File: src/rtl/alu_rr_arbiter.sv
// alu_rr_arbiter: round-robin arbiter/sequencer sharing one 8-bit ALU between
// N requesters. Accepts a request in IDLE, runs the ALU start/done exchange,
// and returns the captured result to the winner with a one-cycle strobe.
// Optional build macro: ALU_ARB_TIMEOUT_EN adds an ALU watchdog that resets
// the ALU for one cycle and answers with an error after TIMEOUT cycles.
//
// Handshake: a requester holds req high; gnt[i] pulses combinationally in the
// IDLE cycle that accepts it, and operands are sampled only in that cycle.
// rsp_valid[i] pulses once per accepted request (rsp_err/rsp_result qualify
// it). The ALU sees alu_start held high until alu_done is sampled high.
module alu_rr_arbiter #(
  parameter int N       = 4,
  parameter int TIMEOUT = 64
) (
  input  logic           clk,
  input  logic           rst_n,
  input  logic [N-1:0]   req,
  input  logic [N*8-1:0] req_a,
  input  logic [N*8-1:0] req_b,
  input  logic [N*3-1:0] req_op,
  output logic [N-1:0]   gnt,
  output logic [N-1:0]   rsp_valid,
  output logic           rsp_err,
  output logic [15:0]    rsp_result,
  output logic           alu_start,
  output logic [7:0]     alu_a,
  output logic [7:0]     alu_b,
  output logic [2:0]     alu_op,
  input  logic           alu_done,
  input  logic [15:0]    alu_result,
  output logic           alu_rst_n,
  output logic [1:0]     dbg_state
);

  localparam int PW = (N > 1) ? $clog2(N) : 1;

  // S_RECOVER is only reachable when the watchdog is built in.
  typedef enum logic [1:0] {
    S_IDLE    = 2'd0,
    S_ISSUE   = 2'd1,
    S_RESP    = 2'd2,
    S_RECOVER = 2'd3
  } state_t;

  state_t        state_q, state_d;
  logic [PW-1:0] ptr_q;
  logic [PW-1:0] win_q;
  logic [PW-1:0] win_idx;
  logic          win_vld;
  logic [PW:0]   cand;
  logic [N-1:0]  mask_q;
  logic [N-1:0]  eff_req;
  logic [7:0]    sel_a;
  logic [7:0]    sel_b;
  logic [2:0]    sel_op;
  logic          sel_legal;
  logic          tmo_hit;

  // The previous winner sits out exactly one IDLE cycle after its response.
  assign eff_req   = req & ~mask_q;
  assign sel_legal = (sel_op != 3'd0) && (sel_op <= 3'd4);
  assign dbg_state = state_q;

  // Round-robin search: first requester after the pointer, wrapping at N.
  always_comb begin
    win_vld = 1'b0;
    win_idx = '0;
    cand    = '0;
    for (int i = 1; i <= N; i++) begin
      cand = {1'b0, ptr_q} + (PW+1)'(i);
      if (cand >= (PW+1)'(N)) cand = cand - (PW+1)'(N);
      if (!win_vld && eff_req[cand[PW-1:0]]) begin
        win_vld = 1'b1;
        win_idx = cand[PW-1:0];
      end
    end
  end

  // Operand mux for the current winner.
  always_comb begin
    sel_a  = '0;
    sel_b  = '0;
    sel_op = '0;
    for (int i = 0; i < N; i++) begin
      if (win_idx == PW'(i)) begin
        sel_a  = req_a[8*i +: 8];
        sel_b  = req_b[8*i +: 8];
        sel_op = req_op[3*i +: 3];
      end
    end
  end

`ifdef ALU_ARB_TIMEOUT_EN
  localparam int CW = $clog2(TIMEOUT+1);
  logic [CW-1:0] cnt_q;
  logic          rec_q;

  // Last ISSUE cycle allowed before the watchdog fires.
  assign tmo_hit   = (cnt_q == CW'(TIMEOUT-1));
  assign alu_rst_n = rst_n & ~rec_q;

  // Watchdog: counts ISSUE cycles, cleared whenever not issuing.
  always_ff @(posedge clk or negedge rst_n) begin
    if (!rst_n) begin
      cnt_q <= '0;
      rec_q <= 1'b0;
    end else begin
      cnt_q <= (state_q == S_ISSUE) ? cnt_q + CW'(1) : '0;
      rec_q <= (state_d == S_RECOVER);
    end
  end
`else
  assign tmo_hit   = 1'b0;
  assign alu_rst_n = rst_n;
`endif

  // Next-state logic.
  always_comb begin
    state_d = state_q;
    case (state_q)
      S_IDLE:    if (win_vld) state_d = sel_legal ? S_ISSUE : S_RESP;
      S_ISSUE: begin
        if (alu_done)     state_d = S_RESP;
        else if (tmo_hit) state_d = S_RECOVER;
      end
      S_RECOVER: state_d = S_RESP;
      S_RESP:    state_d = S_IDLE;
      default:   state_d = S_IDLE;
    endcase
  end

  // Decoded outputs; gnt is gated by rst_n so nothing is granted in reset.
  always_comb begin
    gnt       = '0;
    rsp_valid = '0;
    alu_start = (state_q == S_ISSUE);
    if (state_q == S_IDLE && win_vld && rst_n) gnt[win_idx] = 1'b1;
    if (state_q == S_RESP) rsp_valid[win_q] = 1'b1;
  end

  // State register.
  always_ff @(posedge clk or negedge rst_n) begin
    if (!rst_n) state_q <= S_IDLE;
    else        state_q <= state_d;
  end

  // Datapath: operand latch, pointer/mask update and response capture.
  always_ff @(posedge clk or negedge rst_n) begin
    if (!rst_n) begin
      ptr_q      <= PW'(N-1);
      win_q      <= '0;
      mask_q     <= '0;
      alu_a      <= '0;
      alu_b      <= '0;
      alu_op     <= '0;
      rsp_err    <= 1'b0;
      rsp_result <= '0;
    end else begin
      case (state_q)
        S_IDLE: begin
          mask_q <= '0;
          if (win_vld) begin
            alu_a  <= sel_a;
            alu_b  <= sel_b;
            alu_op <= sel_op;
            ptr_q  <= win_idx;
            win_q  <= win_idx;
            if (!sel_legal) begin
              rsp_err    <= 1'b1;
              rsp_result <= '0;
            end
          end
        end
        S_ISSUE: begin
          if (alu_done) begin
            rsp_err    <= 1'b0;
            rsp_result <= alu_result;
          end else if (tmo_hit) begin
            rsp_err    <= 1'b1;
            rsp_result <= 16'hFFFF;
          end
        end
        S_RESP:  mask_q <= N'(1) << win_q;
        default: ;
      endcase
    end
  end

endmodule

File: config.mk
export PLATFORM = sky130hd
export DESIGN_NAME = alu_rr_arbiter
export DESIGN_NICKNAME = d
export VERILOG_FILES = /design/src/rtl/alu_rr_arbiter.sv
export SDC_FILE = /design/constraint.sdc
export NUM_CORES = 1
export LEC_CHECK = 0
export CORE_MARGIN = 2
export CORE_UTILIZATION = 27
export DETAILED_ROUTE_END_ITERATION = 12
export PLACE_DENSITY = 0.57
export SYNTH_ARGS = -nofsm -noshare
export SYNTH_HDL_FRONTEND = slang
export SYNTH_SLANG_ARGS = --single-unit
File: constraint.sdc
create_clock -name clk -period 3.45 [get_ports clk]
set_input_delay 0.5175 -clock clk [delete_from_list [all_inputs] [get_ports clk]]
set_output_delay 0.5175 -clock clk [all_outputs]
set_load 0.05 [all_outputs]
==> results.tsv, run 1 <==
metric	value	unit
outcome	finished clean	
cts_tree	done	
numPortBuffers	146	
fill_cells	943	
wl	7.85	mm
ys_seq_elements	46	
grt_pass1_vias	2618	
power.leakage	1.83	nW
dieWidth	102	um
ctsHoldBuffers	0	
numCtsBuffers	5	
ir_drop	502	uV
post-route-period-util	0.926	
finalMaxSlewViolations	0	
hold_viol_final	0	
areaGrowthSynthToFinish	66.4	%
grtUsageMet2	0.250	
routed_via_density	4.56	
drc	0	
finalWorstSetupSlack	256	ps
drtPass1Iterations	4	
avgSynthCellArea	8.93	um^2
busiest_layer	met2	
core_area	9330	um^2
grt_pass1_wl	12.7	mm
min_period	3190	ps
grt_use_met3	0.0568	
cts_sinks	46	
setup_violations	0	
tns	0	ps
reg2reg_to	rsp_result[5]	
grt_max_degree	42	
fin_skew	6.24	ps
r2r_setup_slack	700	ps
num_rows	35	
clockRootBuffer	clkbuf_8	
initial_core_util	0.281	
ctsLongestPathBuffers	2	
cts.clk_slew.worst_paths	90	ps
insertion_delay	300	ps
ctsResizeCount	0	
fmax	313	MHz
drive_gt1_frac	0.0828	
endpoint	gnt[2]	
cp.required	2930	ps
grt_use_met1	0.197	
synthesis.nets	392	
critPathMaxFanout	35	
fin_hold_ws	165	ps
n_antenna_cell	0	
crit_path_start_kind	input pin	
dp_hpwl	6.18	mm
synth_cell_type_count	39	
grt_use_total	0.155	
gp_congestion	0.805	
dpl_worst_slack	108	ps
p_per_area	946	nW/um^2
relSlewSlack	0.607	
postCtsSetupRepairBufs	0	
fp.dieH	102	um
ant_nets	0	
h-tree-depth	2	
synthCells	293	
antenna_found_initial	0	
worst_slew_pin_slew	584	ps
grt_remaining_overflow	0	
critPathLaunch	req[2]	
yosysSeqAreaShare	0.441	
hold_class	in2async	
via_count	2570	
r2r_cells	7	
cp-end-kind	primary output	
final_util	0.467	
timing.rr.start	mask_q[3]	
route.detailed.wl_per_inst	13.9	um
rsz0062_at_grt	no	
dr.first_iter.drc_count	59	
synth_area	2620	um^2
ys.warnings.count	0	
pin_count	147	
final_nets	533	
max-cap-violations	0	
dieArea	10500	um^2
arrival	2680	ps
critPathKind	in2out	
p_total	4.12	mW
==> layer usage <==
layer	vias to the layer above	wire length, um
li1	1300	-
met3	11	728
met4	0	131
met5	-	0
met1	1155	3450
met2	104	3540
==> stage by stage <==
stage	cell area, um^2	std cells
3_3_place_gp	4260	556
2_1_floorplan	2620	293
4_1_cts	4350	564
5_1_grt	4360	564
6_report	4360	564
3_5_place_dp	4260	556
==> cell type report <==
type	instances	area (um^2)	area share
flip-flops and latches	46	1150	0.265
multi-input cells	221	1370	0.314
clock buffers	5	68.8	0.0158
well taps	129	161	0.0370
repair buffers	152	1550	0.357
clock inverters	3	21.3	0.00488
inverters	8	30.0	0.00689
==> cells in the final DEF (no fill, tap or decap), drive strengths merged, types with 3 or more instances in the layout <==
cell and count:
a31oi 6, a221oi 3, dfrtp 44, nor3b 4, mux2 16, mux2i 17
inv 8, a21o 5, nand2 75, a21oi 18, a2111oi 3, clkdlybuf4s50 141
o31ai 3, nor2b 3, nand2b 7, nor2 4, clkbuf 5, o21ai 38
buf 11
==> critical path, cell delays in order <==
cell and delay (ps):
clkdlybuf4s50_1 440, nor2b_1 210, o32a_1 320, and3_2 370, buf_12 260, inv_1 110
nor3_2 270, buf_12 170
==> power by group <==
part           internal (mW)  switching (mW)
Sequential             0.797           0.164
Combinational           1.07            1.74
Clock                  0.143           0.201
==> cells by family after synthesis <==
group	Yosys count	synth area share
buffers and inverters	26	0.0425
DFF	46	0.441
and+or+nand+nor	103	0.180
muxes	33	0.139
AOI/OAI and AO/OA	85	0.198
==> registers in the layout, summed over array words and instances, names as in the netlist <==
register,cells
alu_a,8
mask_q,4
alu_op,3
win_q,2
alu_b,8
ptr_q,2
rsp_err,1
rsp_result,16
dbg_state,2
==> synth_stat cells (all sizes together) <==
library cell | count | area share
clkbuf | 11 | 0.016
o31ai | 3 | 0.0086
and3b | 2 | 0.0067
o21ai | 38 | 0.073
a31oi | 6 | 0.014
a2111oi | 3 | 0.015
a21oi | 18 | 0.034
and2 | 2 | 0.0048
inv | 8 | 0.011
or3 | 1 | 0.0024
dfstp | 2 | 0.020
buf | 7 | 0.015
o21bai | 1 | 0.0043
nand2b | 7 | 0.022
nor3 | 2 | 0.0038
a221oi | 3 | 0.010
mux2 | 16 | 0.069
nor3b | 4 | 0.011
o221ai | 1 | 0.0033
o22ai | 1 | 0.0024
a21boi | 1 | 0.0029
nand3b | 1 | 0.0029
mux2i | 17 | 0.070
a21o | 5 | 0.014
nand2 | 75 | 0.11
o31a | 1 | 0.0033
o21a | 2 | 0.0057
o32a | 1 | 0.0038
nor2 | 4 | 0.0057
a211o | 1 | 0.0033
and3 | 2 | 0.0048
nor2b | 3 | 0.0072
dfrtp | 44 | 0.42
==> worst min-delay path by stage <==
stage               from              to  slack [ps]
6_report           rst_n  rsp_result[13]         160
5_1_grt            rst_n  rsp_result[13]         190
4_1_cts            rst_n  rsp_result[13]         180
3_5_place_dp    alu_b[5]        alu_b[5]         470
3_3_place_gp   alu_op[2]       alu_op[2]         470
2_1_floorplan      rst_n        alu_a[0]         220
(Power assumes the default switching activity.)
==> inputs of run 2 (changes only) <==
- HOLD_SLACK_MARGIN: unset -> 0.02
- PLACE_DENSITY: 0.57 -> 0.67
- SLEW_MARGIN: unset -> 10
==> run 2 against run 1 <==
  * Hold slack improved by 140 ps
  * Sequential share of layout area rose by 0.053 points
  * Sequential cell count did not move
  * Final cell count rose by 0.18%
  * Sequential power rose by 0.6%
  * Die area did not move
  * Fmax rose by 1.9%
  * Largest cell class unchanged
==> results.tsv, run 2 (same netlist as run 1, synthesis figures left out) <==
metric	value	unit
fin_skew	4.68	ps
postCtsSetupRepairBufs	0	
route.detailed.wl_per_inst	13.6	um
num_rows	35	
crit_buf_inv	2	
final_cell_mix	clkdlybuf4s50_1 (141), nand2_1 (75), dfrtp_1 (44)	
grt_max_degree	42	
r2r_cells	8	
dieArea	10500	um^2
clockRootBuffer	clkbuf_8	
core_area	9330	um^2
critPathKind	in2out	
endpoint	gnt[2]	
critical_path.slowest_cell	clkdlybuf4s50_1	
reg2reg_to	rsp_err	
antenna_found_initial	0	
min_period	3140	ps
crit_path_start_kind	input pin	
ir_drop	352	uV
h-tree-depth	2	
rsz0062_at_grt	no	
ctsResizeCount	0	
routed_via_density	4.53	
p_per_area	938	nW/um^2
wl	7.67	mm
r2r_setup_slack	830	ps
grt_remaining_overflow	0	
reg.largest.list	rsp_result x16, alu_a x8, alu_b x8	
drc	0	
insertion_delay	290	ps
largest-register	rsp_result	
crit_family	simple AND/OR/NAND/NOR gates	
outcome	finished clean	
ctsLongestPathBuffers	2	
n_antenna_cell	0	
fmax	319	MHz
p_total	4.08	mW
grt_use_total	0.150	
dieWidth	102	um
cp-end-kind	primary output	
arrival	2620	ps
via_count	2560	
drtPass1Iterations	4	
pin_count	147	
relSlewSlack	0.626	
dr.first_iter.drc_count	46	
post-route-period-util	0.909	
crit_chain	clkdlybuf4s50_1 -> nand2b_4 -> and2_1 -> o21ai_0 -> nand2_1 -> nor3_1 -> buf_12	
power.leakage	1.83	nW
critPathMaxFanout	10	
largest_reg_flops	16	
hold_viol_final	0	
cts_tree	done	
areaGrowthSynthToFinish	66.1	%
numCtsBuffers	5	
setup_violations	0	
worst_slew_pin_slew	556	ps
max-cap-violations	0	
grt_pass1_wl	12.3	mm
tns	0	ps
cp.required	2930	ps
dp_hpwl	6.30	mm
fp.dieH	102	um
cts_sinks	46	
timing.rr.start	ptr_q[1]	
cts.clk_slew.worst_paths	80	ps
drive_gt1_frac	0.0803	
grt_pass1_vias	2590	
ant_nets	0	
final_common_cell	clkdlybuf4s50_1	
initial_core_util	0.281	
critPathLaunch	req[3]	
gp_congestion	0.936	
final_nets	534	
hold_class	in2async	
critPathMaxStageDelay	520	ps
ctsHoldBuffers	0	
finalMaxSlewViolations	0	
path_depth	7	
numPortBuffers	146	
## run 2: changes by cell type in the layout (fill, tap and decap cells not counted), sizes merged
cell / previous run / this run
clkbuf: 5 / 7
buf: 11 / 12
clkinv: 2 / 1
clkinvlp: 1 / 0
## run 2: layer usage
metal,track usage,part of all wire,up-vias
li1,-,-,1305
met3,0.0595,0.11,8
met5,0,0,-
met1,0.188,0.43,1134
met2,0.242,0.45,113
met4,0.0338,0.0098,0
## run 2: power by group
part           total (mW)  switching [mW]  internal, mW
sequential          0.968           0.170         0.798
clock               0.336           0.174         0.162
combinational        2.77            1.71          1.06
## run 2: worst min-delay path by stage
stage,from,endpoint
global placement,alu_b[7],alu_b[7]
detailed placement,mask_q[2],mask_q[2]
floorplan,rst_n,alu_a[0]
finish,rst_n,alu_b[3]
CTS,rst_n,alu_b[3]
global route,rst_n,alu_b[2]
## run 2: worst reg2reg max path, delay by kind of cell (launching register included)
kind	cells	cell delay (ps)
AO/OA/AOI/OAI	4	1080
flip-flops	1	600
AND/OR/NAND/NOR	2	380
multiplexers	1	240
buffers and inverters	1	210
## run 2: layout make-up
cell class | count | area [um^2]
fill | 919 | 4980
timing repair buffer | 153 | 1550
multi-input combinational | 221 | 1360
sequential | 46 | 1150
tap | 129 | 161
clock buffer | 7 | 86.3
inverter | 8 | 30.0
clock inverter | 1 | 5.00
## run 2: stage by stage
stage           util  worst slack (ps)  hold slack, ps  std cells  cell area [um^2]
6_report       0.466               315             302        565              4350
3_5_place_dp   0.456               284             472        557              4260
4_1_cts        0.466               328             304        565              4350
3_3_place_gp   0.456               353             468        557              4260
5_1_grt        0.466               174             311        565              4350
2_1_floorplan      -              16.1             222        293              2620
==> inputs of run 3 (changes only) <==
- ABC_AREA: unset -> 1
- PLACE_DENSITY: 0.67 -> 0.66
- REMOVE_ABC_BUFFERS: unset -> 1
==> run 3 against run 2 <==
  * Fmax down 3.3%
  * Wire length up 11%
  * Combinational power up 44%
  * Clock power up 18%
  * First-iteration DRC count up 110%
  * Core utilization down 1.0 points
  * Final cell count up 15%
  * Clock skew up 1.3 ps
  * Sequential cell count unchanged
  * Critical endpoint is now gnt[3]
  * Largest cell class unchanged
==> results.tsv, run 3 <==
metric	value	unit
hold_class	in2async	
p_per_area	1210	nW/um^2
r2r_setup_slack	470	ps
final_cell_mix	clkdlybuf4s50_1 (141), nand2_1 (110), nand3_1 (52)	
cts.clk_slew.worst_paths	80	ps
initial_core_util	0.277	
crit_path_start_kind	flip-flop	
critPathMaxFanout	19	
routed_via_density	4.63	
pin_count	147	
insertion_delay	290	ps
clockRootBuffer	clkbuf_8	
hold_viol_final	0	
fmax	309	MHz
avgSynthCellArea	7.21	um^2
fin_skew	6.00	ps
rsz0062_at_grt	no	
max-cap-violations	0	
drtPass1Iterations	4	
largest-register	rsp_result	
reg.largest.list	rsp_result x16, alu_a x8, alu_b x8	
grt_remaining_overflow	0	
setup_violations	0	
synth_cell_type_count	27	
synth_area	2680	um^2
cts_sinks	46	
largest_reg_flops	16	
grt_use_total	0.156	
antenna_found_initial	0	
dieWidth	104	um
multi_input_area	1340	um^2
r2r_cells	19	
regArea	1150	um^2
place_inst	641	
gp_congestion	0.810	
ctsLongestPathBuffers	2	
critPathKind	reg2out	
reg2reg_to	rsp_result[7]	
fill_cells	979	
worst_slew_pin_slew	600	ps
min_period	3240	ps
route.detailed.wl_per_inst	13.1	um
placed_area	4310	um^2
synthCells	372	
synth_top_area_frac	0.411	
finalMaxSlewViolations	0	
grt_max_degree	47	
cp.required	2930	ps
ant_nets	0	
fin_hold_ws	383	ps
synth_edf_count	0	
post-route-period-util	0.939	
synth_most_common_cell	nand2_1	
ir_drop	513	uV
cp-end-kind	primary output	
relSlewSlack	0.600	
drive_gt1_frac	0.0814	
grt_pass1_vias	2891	
cts_tree	done	
via_count	3007	
p_total	5.34	mW
ys_seq_elements	46	
power.leakage	1.96	nW
ctsResizeCount	0	
fp.dieH	104	um
design_area	4420	um^2
final_nets	614	
synth-async-reset-ratio	1.00	
dieArea	10700	um^2
synth_area_leader_cell	dfrtp_1	
postCtsSetupRepairBufs	0	
h-tree-depth	2	
ys.warnings.count	0	
wl	8.53	mm
timing.rr.start	ptr_q[0]	
grt_pass1_wl	13.7	mm
synthTopCellsByArea	dfrtp_1 (41%), nand2_1 (15%), nand3_1 (9.7%)	
final_common_cell	clkdlybuf4s50_1	
dr.first_iter.drc_count	97	
areaGrowthSynthToFinish	64.7	%
yosysSeqAreaShare	0.430	
num_rows	36	
arrival	2720	ps
numCtsBuffers	5	
n_antenna_cell	0	
core_area	9680	um^2
instances_no_fill	649	
dp_hpwl	6.57	mm
drc	0	
synth_common_cells	nand2_1 (110), nand3_1 (52), dfrtp_1 (44), o21ai_0 (35), a21oi_1 (30)	
numPortBuffers	146	
synthFlopType	dfrtp_1	
outcome	finished clean	
==> run 3: metrics by stage <==
| step | utilization | setup slack (ps) | setup TNS (ps) |
|---|---|---|---|
| 2_1_floorplan | - | -199 | -397 |
| 3_3_place_gp | 0.445 | 343 | 0 |
| 3_5_place_dp | 0.445 | 298 | 0 |
| 4_1_cts | 0.456 | 229 | 0 |
| 5_1_grt | 0.456 | 5.86 | 0 |
| 6_report | 0.456 | 209 | 0 |
==> run 3: worst max-delay path by stage <==
stage / startpoint / end / slack, ps / cells past startpoint
2_1_floorplan: ptr_q[0] / gnt[0] / -200 / 12
3_3_place_gp: req[0] / gnt[3] / 340 / 12
3_5_place_dp: req[0] / gnt[3] / 300 / 12
4_1_cts: ptr_q[0] / gnt[3] / 230 / 13
5_1_grt: ptr_q[0] / gnt[3] / 6 / 13
6_report: ptr_q[0] / gnt[3] / 210 / 13
==> run 3: layout make-up <==
cell class	count	share of cell area
Clock buffer	7	0.0173
Timing Repair Buffer	152	0.349
Multi-Input combinational cell	284	0.304
Sequential cell	46	0.261
Clock inverter	1	0.00680
Inverter	26	0.0238
Tap cell	133	0.0377
==> run 3: logic make-up after synthesis <==
family,synth area share
buffers and inverters,0.0691
AO/OA/AOI/OAI,0.139
flip-flops,0.430
AND/OR/NAND/NOR,0.362
==> run 3: power breakdown <==
| group | total, mW | switching [mW] | internal, mW | leakage [nW] |
|---|---|---|---|---|
| clock | 0.396 | 0.179 | 0.217 | 0.0524 |
| combinational | 3.98 | 2.70 | 1.29 | 1.33 |
| sequential | 0.958 | 0.152 | 0.806 | 0.583 |
| total | 5.34 | 3.03 | 2.31 | 1.96 |
==> run 3: critical path: stages, from the launching register on <==
cell      delay [ps]
dfstp_2          670
clkinv_4         140
nand3_1          130
nand2_1          100
nand2_1           70
nand2_1          110
nor2_4           170
nand3_2          110
nand2_4           90
inv_4            100
nor2_8           290
inv_2             70
nor2_1           200
buf_12           170
==> run 3: per-layer routing <==
metal  wire, um  GRT usage  up-vias
met2       3950      0.265      127
met5          0          0        -
met1       3750      0.188     1361
met4         77     0.0338        0
met3        755     0.0566       10
li1           -          -     1509
==> run 3: what timing repair did <==
| action | CTS | global route |
|---|---|---|
| endpoints found under the setup margin | 0 | 1 |
| endpoints found under the hold margin | 0 | 0 |
| hold buffers | 0 | 0 |
